[src/rtl/sram_arb_pkg.sv]
// Shared types and constants for the two-client SRAM arbiter.
// Video (V) is read-only and high priority; CPU (C) may read or write.
package sram_arb_pkg;

    localparam int ADDR_W = 20;
    localparam int DATA_W = 8;

    localparam logic SEL_VID = 1'b0;
    localparam logic SEL_CPU = 1'b1;

    typedef enum logic [2:0] {
        IDLE,
        WAIT_LO,
        WAIT_HI,
        DONE,
        ABORT
    } state_t;

    // Latched request: rw (1 = read), address, write data.
    typedef struct packed {
        logic              rw;
        logic [ADDR_W-1:0] addr;
        logic [DATA_W-1:0] wdata;
    } req_t;

endpackage

[src/rtl/sram_arb_port.sv]
// One requester slot: a pending flag plus the latched request.
// A strobe is dropped while pending, except in the cycle the slot completes.
module sram_arb_port
    import sram_arb_pkg::*;
(
    input  logic              clk,
    input  logic              rst_n,
    input  logic              req,
    input  logic              req_rw,
    input  logic [ADDR_W-1:0] req_addr,
    input  logic [DATA_W-1:0] req_wdata,
    input  logic              done,
    output logic              pend,
    output req_t              lat
);

    logic take;

    assign take = req && (!pend || done);

    always_ff @(posedge clk or negedge rst_n) begin
        if (!rst_n) begin
            pend <= 1'b0;
            lat  <= '0;
        end else if (take) begin
            pend <= 1'b1;
            lat  <= '{rw: req_rw, addr: req_addr, wdata: req_wdata};
        end else if (done) begin
            pend <= 1'b0;
        end
    end

endmodule

[src/rtl/sram_arbiter.sv]
// Shares one SRAM controller port between the video fetch and the CPU port,
// running one controller transaction at a time with a bounded video burst.
module sram_arbiter
    import sram_arb_pkg::*;
#(
    parameter int VID_BURST_MAX = 4,
    parameter int TIMEOUT       = 15
)
(
    input  logic              clk,
    input  logic              rst_n,
    input  logic              vid_req,
    input  logic [ADDR_W-1:0] vid_addr,
    output logic              vid_ack,
    output logic [DATA_W-1:0] vid_rdata,
    input  logic              cpu_req,
    input  logic              cpu_rw,
    input  logic [ADDR_W-1:0] cpu_addr,
    input  logic [DATA_W-1:0] cpu_wdata,
    output logic              cpu_ack,
    output logic [DATA_W-1:0] cpu_rdata,
    output logic              err,
    output logic              mem,
    output logic              rw,
    output logic [ADDR_W-1:0] addr,
    output logic [DATA_W-1:0] data2ram,
    input  logic              ready,
    input  logic [DATA_W-1:0] data2fpga
);

    localparam int BW = $clog2(VID_BURST_MAX + 1);
    localparam int TW = $clog2(TIMEOUT + 1);
    localparam logic [BW-1:0] BURST_LIM = BW'(VID_BURST_MAX);
    localparam logic [TW-1:0] TMO_LAST  = TW'(TIMEOUT - 1);

    state_t          state;
    state_t          state_nx;
    logic            sel;
    logic            sel_nx;
    logic [BW-1:0]   burst;
    logic [TW-1:0]   timer;

    logic            vid_pend;
    logic            cpu_pend;
    req_t            vid_lat;
    req_t            cpu_lat;
    req_t            win;
    req_t            hold;

    logic            grant_cpu;
    logic            issue;
    logic            finish;
    logic            capture;

    sram_arb_port u_vid (
        .clk       (clk),
        .rst_n     (rst_n),
        .req       (vid_req),
        .req_rw    (1'b1),
        .req_addr  (vid_addr),
        .req_wdata ('0),
        .done      (vid_ack),
        .pend      (vid_pend),
        .lat       (vid_lat)
    );

    sram_arb_port u_cpu (
        .clk       (clk),
        .rst_n     (rst_n),
        .req       (cpu_req),
        .req_rw    (cpu_rw),
        .req_addr  (cpu_addr),
        .req_wdata (cpu_wdata),
        .done      (cpu_ack),
        .pend      (cpu_pend),
        .lat       (cpu_lat)
    );

    // Video wins unless it has used up its burst while the CPU waits.
    assign grant_cpu = cpu_pend && (!vid_pend || burst == BURST_LIM);
    assign win       = grant_cpu ? cpu_lat : vid_lat;

    always_comb begin
        state_nx = state;
        sel_nx   = sel;
        issue    = 1'b0;
        unique case (state)
            IDLE: begin
                if (ready && (vid_pend || cpu_pend)) begin
                    issue    = 1'b1;
                    sel_nx   = grant_cpu ? SEL_CPU : SEL_VID;
                    state_nx = WAIT_LO;
                end
            end
            WAIT_LO: begin
                if (!ready) begin
                    state_nx = WAIT_HI;
                end else if (timer == TMO_LAST) begin
                    state_nx = ABORT;
                end
            end
            WAIT_HI: begin
                if (ready) begin
                    state_nx = DONE;
                end else if (timer == TMO_LAST) begin
                    state_nx = ABORT;
                end
            end
            DONE:    state_nx = IDLE;
            ABORT:   state_nx = IDLE;
            default: state_nx = IDLE;
        endcase
    end

    assign finish  = (state == DONE) || (state == ABORT);
    assign capture = (state == WAIT_HI) && ready;

    assign mem     = issue;
    assign vid_ack = finish && (sel == SEL_VID);
    assign cpu_ack = finish && (sel == SEL_CPU);

    // The command is driven straight from the winner's latch in the mem
    // cycle, then held from the registered copy until the next issue.
    assign {rw, addr, data2ram} = issue ? win : hold;

    always_ff @(posedge clk or negedge rst_n) begin
        if (!rst_n) begin
            state <= IDLE;
            sel   <= SEL_VID;
            hold  <= '0;
        end else begin
            state <= state_nx;
            sel   <= sel_nx;
            if (issue) begin
                hold <= win;
            end
        end
    end

    always_ff @(posedge clk or negedge rst_n) begin
        if (!rst_n) begin
            timer <= '0;
        end else if (state_nx != state) begin
            timer <= '0;
        end else if (state == WAIT_LO || state == WAIT_HI) begin
            timer <= timer + 1'b1;
        end
    end

    always_ff @(posedge clk or negedge rst_n) begin
        if (!rst_n) begin
            burst <= '0;
        end else if (issue) begin
            if (grant_cpu) begin
                burst <= '0;
            end else if (cpu_pend && burst != BURST_LIM) begin
                burst <= burst + 1'b1;
            end
        end
    end

    always_ff @(posedge clk or negedge rst_n) begin
        if (!rst_n) begin
            err <= 1'b0;
        end else if (state_nx == ABORT) begin
            err <= 1'b1;
        end
    end

    always_ff @(posedge clk or negedge rst_n) begin
        if (!rst_n) begin
            vid_rdata <= '0;
            cpu_rdata <= '0;
        end else if (capture) begin
            if (sel == SEL_VID) begin
                vid_rdata <= data2fpga;
            end else if (hold.rw) begin
                cpu_rdata <= data2fpga;
            end
        end
    end

endmodule

[config.mk]
export PLATFORM = sky130hd
export DESIGN_NAME = sram_arbiter
export DESIGN_NICKNAME = d
export VERILOG_FILES = /design/src/rtl/sram_arb_pkg.sv /design/src/rtl/sram_arb_port.sv /design/src/rtl/sram_arbiter.sv
export SDC_FILE = /design/constraint.sdc
export NUM_CORES = 1
export LEC_CHECK = 0
export ABC_AREA = 1
export CAP_MARGIN = 20
export CORE_ASPECT_RATIO = 0.75
export CORE_MARGIN = 5
export CORE_UTILIZATION = 50
export CTS_BUF_LIST = sky130_fd_sc_hd__clkbuf_2
export DETAILED_ROUTE_END_ITERATION = 12
export PLACE_DENSITY_LB_ADDON = 0.05
export SYNTH_ARGS = -nofsm -noshare
export SYNTH_HDL_FRONTEND = slang
export SYNTH_SLANG_ARGS = --single-unit
[constraint.sdc]
create_clock -name clk -period 3.76 [get_ports clk]
set_input_delay 1.128 -clock clk [delete_from_list [all_inputs] [get_ports clk]]
set_output_delay 1.128 -clock clk [all_outputs]
set_load 0.1 [all_outputs]
### Word level (Yosys, flattened, before mapping)

Index checks and enable logic that the tools add are counted.

| operators by class | value |
|---|---|
| add/sub/neg operators | 2 |
| multiplexer cells | 18 |
| reduce and logical (&&, ||, !) cells | 25 |
| equality and inequality tests | 9 |
| bitwise gates (word level) | 1 |

Operators with widths:

| kind | number |
|---|---|
| $mux 29 | 2 |
| $mux 3 | 6 |
| $eq 3x3->1 const B | 3 |
| $pmux 3 s3 | 1 |
| $logic_and 1x1->1 | 8 |
| $mux 4 | 2 |
| $reduce_bool 2->1 | 4 |
| $mux 1 | 7 |
| $eq 3x2->1 const B | 2 |
| $logic_or 1x1->1 | 6 |
| $reduce_and 2->1 | 3 |
| $add 4x1->4 const B | 1 |
| $eq 4x4->1 const B | 1 |
| $add 3x1->3 const B | 1 |
| $eq 3x1->1 const B | 1 |
| $logic_not 3->1 | 1 |
| $ne 3x3->1 | 1 |
| $ne 3x3->1 const B | 1 |
| $reduce_and 3->1 | 1 |
| $logic_not 1->1 | 2 |
| $not 1->1 | 1 |

| storage, ports and cells | value |
|---|---|
| register bits | 109 |
| logic and storage cells | 72 |
| output and inout port bits | 49 |
| input bits | 62 |

### Longest topological paths before layout

Gate-level depths: netlist of the first run.

| logic depth | value |
|---|---|
| depth in word-level cells | 6 |
| mapped depth | 9 |
| gate-level depth less buffers | 9 |

### By module

Synthesis of the first run repeated with hierarchy kept, for this count alone.

| unflattened totals | value |
|---|---|
| cells, all modules | 566 |
| area, all modules | 4993.5 sq um |

By module, submodules not included:

| module | times used | cells each | seq. area each (sq um) | area each (sq um) |
|---|---|---|---|---|
| sram_arbiter | 1 | 306 | 1426.4 | 2618.8 |
| sram_arb_port | 2 | 130 | 750.7 | 1187.4 |

### Least setup slack after synthesis of the first run

OpenSTA, ideal clock, no wires.

| timing path | value |
|---|---|
| kind | input to output |
| start point | in ready |
| end point | out rw |
| setup slack | -1.052 ns |
| data required time | 2.632 ns |
| cell stages on the path | 6 |
| arrival time | 3.684 ns |
| cells stage by stage | inv_1 nor2_1 nand3_2 inv_2 o21ai_0 o21ai_0 |

| on the way | value |
|---|---|
| word-level cells in the longest chain between the ends | 4 |

Ends and longest elaborated chain:

| item | RTL line | text |
|---|---|---|
| from (decl) | sram_arbiter.sv:27 | `input logic ready,` |
| $logic_and 1x1->1 | sram_arbiter.sv:89 | `if (ready && (vid_pend \|\| cpu_pend)) begin` |
| $mux 1 | sram_arbiter.sv:89 |  |
| $mux 1 | sram_arbiter.sv:87 | `unique case (state)` |
| $mux 29 | n/a |  |
| to (decl) | sram_arbiter.sv:24 | `output logic rw,` |

No other way between the ends.

### Final worst setup path of the first run

| timing path | value |
|---|---|
| start point | in ready |
| end point | out addr[12] |

| on the way | value |
|---|---|
| word-level cells in the longest chain between the ends | 4 |

Ends and longest elaborated chain:

| item | RTL line | text |
|---|---|---|
| $logic_and 1x1->1 | sram_arbiter.sv:89 |  |
| $mux 1 | sram_arbiter.sv:89 |  |
| $mux 1 | sram_arbiter.sv:87 |  |
| $mux 29 | n/a |  |
| to (decl) | sram_arbiter.sv:25 | `output logic [ADDR_W-1:0] addr,` |

No other way between the ends.

==> results of run 1 <==
-- flip-flops by register name (all words and copies together) (netlist names) --
name / cells
burst: 3
sel: 1
vid_rdata: 8
timer: 4
state: 3
cpu_rdata: 8
u_cpu.pend: 1
u_vid.lat: 21
u_cpu.lat: 29
err: 1
u_vid.pend: 1
hold: 29
-- layer usage --
layer | track usage, % | vias to the layer above
met5 | 0 | -
met4 | 5.32 | 0
met3 | 5.68 | 5
met2 | 34.5 | 127
met1 | 31.2 | 1848
li1 | - | 1889
-- tightest hold or removal path: cells and delay by family, from the launching register on --
kind | cells | cell delay, ns
AND/OR/NAND/NOR | 1 | 0.05
buffers and inverters | 1 | 0.04
flip-flops | 1 | 0.40
-- metrics by stage --
| step | area [um2] | std cells | util (%) |
|---|---|---|---|
| 3_3_place_gp | 6210 | 742 | 68.6 |
| 5_1_grt | 6400 | 762 | 70.8 |
| 6_report | 6400 | 762 | 70.8 |
| 2_1_floorplan | 4740 | 521 | - |
| 3_5_place_dp | 6210 | 742 | 68.6 |
| 4_1_cts | 6390 | 762 | 70.7 |
-- synthesized netlist by cell type, drive strengths merged --
cell    number
dfrtp      109
o21ai       66
xor2         3
or2          1
nor3         1
nor2        35
clkbuf      11
a21oi        2
inv         28
o211ai       1
ha           4
a31oi        1
nand4        1
buf         17
nand2      173
nand3       68
-- repair_timing --
action / CTS / global route
hold buffers: 0 / 0
buffers inserted: 3 / 0
cloned: 1 / 0
resized for setup: 12 / 2
setup endpoints to repair: 29 / 1
pin swaps: 8 / 0
-- area by class of cell --
type	instances	area, um2	area share (%)
Clock buffer	11	55.1	0.860
Clock inverter	5	51.3	0.801
Inverter	28	108	1.68
Multi-Input combinational cell	356	1740	27.2
Sequential cell	109	2730	42.6
Tap cell	128	160	2.50
Timing Repair Buffer	125	1560	24.3
-- logic make-up after synthesis --
family	Yosys count	share of synthesized area, %
simple gates	279	25.4
flops	109	58.7
compound gates	70	8.19
buf+inv	56	6.06
fa+ha+maj	4	1.08
xor+xnor	3	0.566
-- final timing paths --
path	startpoint	endpoint	slack (ns)	depth (start not counted)
worst max-delay path	ready	addr[12]	0.17	9
worst min-delay path	u_vid.lat[28]	u_vid.lat[28]	0.49	2
worst max register to register	state[1]	u_vid.lat[27]	1.80	6
worst min register to register	u_vid.lat[28]	u_vid.lat[28]	0.49	2
max in group asynchronous	rst_n	u_vid.lat[27]	2.43	2
min in group asynchronous	rst_n	timer[2]	0.57	1
==> results.toml, run 1 <==
[timing]
fmax_mhz = 278
timing.hold.ws_ns = 0.493
maxSlewViolCount = 0
rsz0062_at_grt = "false"
finClkSkew_ns = 0.0318
fin_crit_sh_pct = 95.5
tns_ns = 0
relSlewSlack_pct = 41.8
tightestPinTransition_ns = 0.870
layout_min_cycle_time_ns = 3.59
fin_ws_ns = 0.169
setup_violations = 0
hold_violations = 0

[synthesis]
ys_seq_elements = 109
syn_avg_cell_area_um2 = 8.91
synth.area.top_cells = "dfrtp_1 (59%), nand2_1 (14%), nand3_1 (7.0%), o21ai_0 (4.6%), nor2_1 (2.8%)"
synth-seq-area-share_pct = 58.7
yosysTopAreaCell = "dfrtp_1"
synth_warnings = 0
syn_area_mm2 = 0.00464
synth_top_area_share_pct = 58.7
syn_inst = 521
ys_types = 26
syn-num-nets = 587

[place]
io_buffers = 110
routabilityCongestion = 0.792
dp_slack_ns = -0.0883
hpwl_um = 8220

[global_route]
antenna_found_initial = 0
grt_max_degree = 58
grt_pass1_wl_um = 19900
gr-total-overflow = 0
grt_pass1_vias = 3989
grt_usage_pct = 22.1

[critical_path]
slowest_delay_ns = 0.24
cp_data_required_time_ns = 2.63
cp_top_family = "buffers and inverters"
cp_max_fo = 5
worstPathArrival_ns = 2.46
critical_path_class = "in2out"
worstSetupEndpointType = "output port"
cpMaxStageDelayCell = "bufbuf_16"
path_buf_inv = 5
start_kind = "input pin"
critical_path.cell_chain = "dlygate4sd2_1 > inv_2 > nor2_2 > nand3_2 > inv_4 > bufbuf_16 > o21ai_0 > o21ai_2 > buf_12"

[floorplanning]
start_util_pct = 51.3
std_cell_rows = 30
design.die.area_mm2 = 0.0113
die_width_um = 121
io_pins = 111
core-area_mm2 = 0.00905
die_h_um = 93.5

[detailed_routing]
first_pass_iters = 5
ant_nets = 0
routed.top_layer = "met4"
wire_per_inst_um = 15.1
drt-initial-drc-count = 306
met3_length_um = 811
vias = 3869
drcViolationCount = 0
wl_um = 11500
vias_per_cell = 5.08
m1WireLength_um = 5340
wl_met2_um = 5320

[final_layout]
area_growth_pct = 37.9
drive_above_1_share_pct = 19.7
nets = 695
final_cell_mix = "nand2_1 (162), dfrtp_1 (109), nand3_1 (65)"
num_antenna_cells = 0
layout_commonest_cell = "nand2_1"
fillCellCount = 708

[clocking]
clockBufferDepth = 2
tritoncts = "yes"
cts_sinks = 109
clk_latency_ns = 0.57
htreeDepth = 3
cts_buffers = 9
path_clk_slew_ns = 0.23
root_buffer = "clkbuf_2"

[outcome]
outcome = "completed"

[flow_run]
maxCapViolations = 0

[min_path]
hp-class = "reg2reg"
Power of run 1 is not shown: default switching activity piles up to over one toggle a cycle in this logic, so the estimate is an artifact.
==> inputs of run 2 (changes only) <==
SKIP_CTS_REPAIR_TIMING = 1   (was unset)
SLEW_MARGIN = 0   (was unset)
==> run 2 against run 1 <==
Clock skew is 0.0015 ns higher. Critical path type is now reg2out. Largest cell class unchanged. Sequential share of layout area down 0.083 points. Final cell count grew 0.39%.
==> results.toml, run 2 (synthesis results as in run 1) <==
[min_path]
hp-class = "reg2reg"

[global_route]
grt_max_degree = 58
grt_usage_pct = 21.9
antenna_found_initial = 0
grt_pass1_vias = 3955
gr-total-overflow = 0
grt_pass1_wl_um = 19700

[detailed_routing]
ant_nets = 0
drcViolationCount = 0
vias = 3898
wire_per_inst_um = 15.2
drt-initial-drc-count = 344
first_pass_iters = 5
vias_per_cell = 5.10
wl_um = 11600

[floorplanning]
start_util_pct = 51.3
core-area_mm2 = 0.00905
die_width_um = 121
std_cell_rows = 30
io_pins = 111
design.die.area_mm2 = 0.0113
die_h_um = 93.5

[clocking]
tritoncts = "yes"
clockBufferDepth = 2
root_buffer = "clkbuf_2"
cts_sinks = 109
cts_buffers = 9
path_clk_slew_ns = 0.28
htreeDepth = 3
clk_latency_ns = 0.57

[critical_path]
cp_data_required_time_ns = 2.63
cp_max_fo = 30
critical_path_class = "reg2out"
start_kind = "flop"
cp-startpoint = "burst[0]"
r2r-end = "u_vid.lat[27]"
rr_startpoint = "state[1]"
critical_path.cell_chain = "inv_1 > ha_1 > a21oi_1 > nor2_2 > buf_4 > o21ai_0 > o21ai_2 > buf_12"
worstSetupEndpointType = "output port"
rr_worst_depth = 6
cpMaxStageDelayCell = "dfrtp_1"
reg2reg_slack_ns = 1.81
slowest_delay_ns = 0.45
endpoint = "rw"
worstPathArrival_ns = 2.41

[timing]
maxSlewViolCount = 0
fmax_mhz = 283
finClkSkew_ns = 0.0333
layout_min_cycle_time_ns = 3.54
relSlewSlack_pct = 41.6
hold_violations = 0
tightestPinTransition_ns = 0.873
rsz0062_at_grt = "false"
fin_crit_sh_pct = 94.1
setup_violations = 0
tns_ns = 0

[final_layout]
fin_util_pct = 70.9
layout_commonest_cell = "nand2_1"
layout.cells.non_filler = 765
nets = 698
top_regs = "hold (29), u_cpu.lat (29), u_vid.lat (21)"
final_cell_mix = "nand2_1 (162), dfrtp_1 (109), nand3_1 (65)"
area_growth_pct = 38.1
num_antenna_cells = 0
drive_above_1_share_pct = 20.1

[flow_run]
maxCapViolations = 0

[place]
io_buffers = 110
post-place-cells = 742
hpwl_um = 8220
routabilityCongestion = 0.792

[outcome]
outcome = "completed"
## run 2: cell types whose count changed in the layout (fill, tap and decap cells not counted)
cell            delta
bufbuf_16          -1
clkbuf_16          +1
dlymetal6s2s_1     +1
dlygate4sd2_1      -1
buf_4              +4
buf_12             -1
buf_8              +1
inv_4              -1
o21ai_1            +6
o21ai_0            -6
clkinv_4           +1
buf_6              -1
## run 2: area by class of cell
cell class	count	area (um2)
Multi-Input combinational cell	356	1740
Timing Repair Buffer	128	1570
Inverter	28	110
Sequential cell	109	2730
Fill cell	713	2630
Clock buffer	11	55.1
Tap cell	128	160
Clock inverter	5	51.3
## run 2: through the flow
step	worst slack (ns)	hold WS, ns	area (um2)
finish	0.222	0.493	6410
global route	0.00572	0.526	6410
CTS	-0.103	0.497	6320
detailed placement	-0.0883	0.445	6210
global placement	-0.0515	0.444	6210
floorplan	-0.285	0.428	4740
## run 2: critical path, delay by kind of cell, from the launching register on
family          cells  cell delay [ns]
compound gates      3             0.46
fa+ha+maj           1             0.16
buf+inv             3             0.65
flops               1             0.45
simple gates        1             0.11
## run 2: worst min-delay path by stage
stage / startpoint / end / slack (ns) / depth (start not counted)
after floorplan: u_vid.lat[28] / u_vid.lat[28] / 0.43 / 2
after global placement: u_vid.lat[28] / u_vid.lat[28] / 0.44 / 2
final: u_vid.lat[28] / u_vid.lat[28] / 0.49 / 2
after CTS: u_vid.lat[28] / u_vid.lat[28] / 0.50 / 2
after detailed placement: u_vid.lat[28] / u_vid.lat[28] / 0.45 / 2
after global routing: u_cpu.lat[13] / u_cpu.lat[13] / 0.53 / 2
## run 2: metal layers
layer  part of all wire [%]  GRT usage (%)
met4                   0.40           5.22
met1                     46           30.8
met2                     46           34.2
met5                      0              0
met3                    6.8           5.74
Power of run 2 is left out for the same reason.
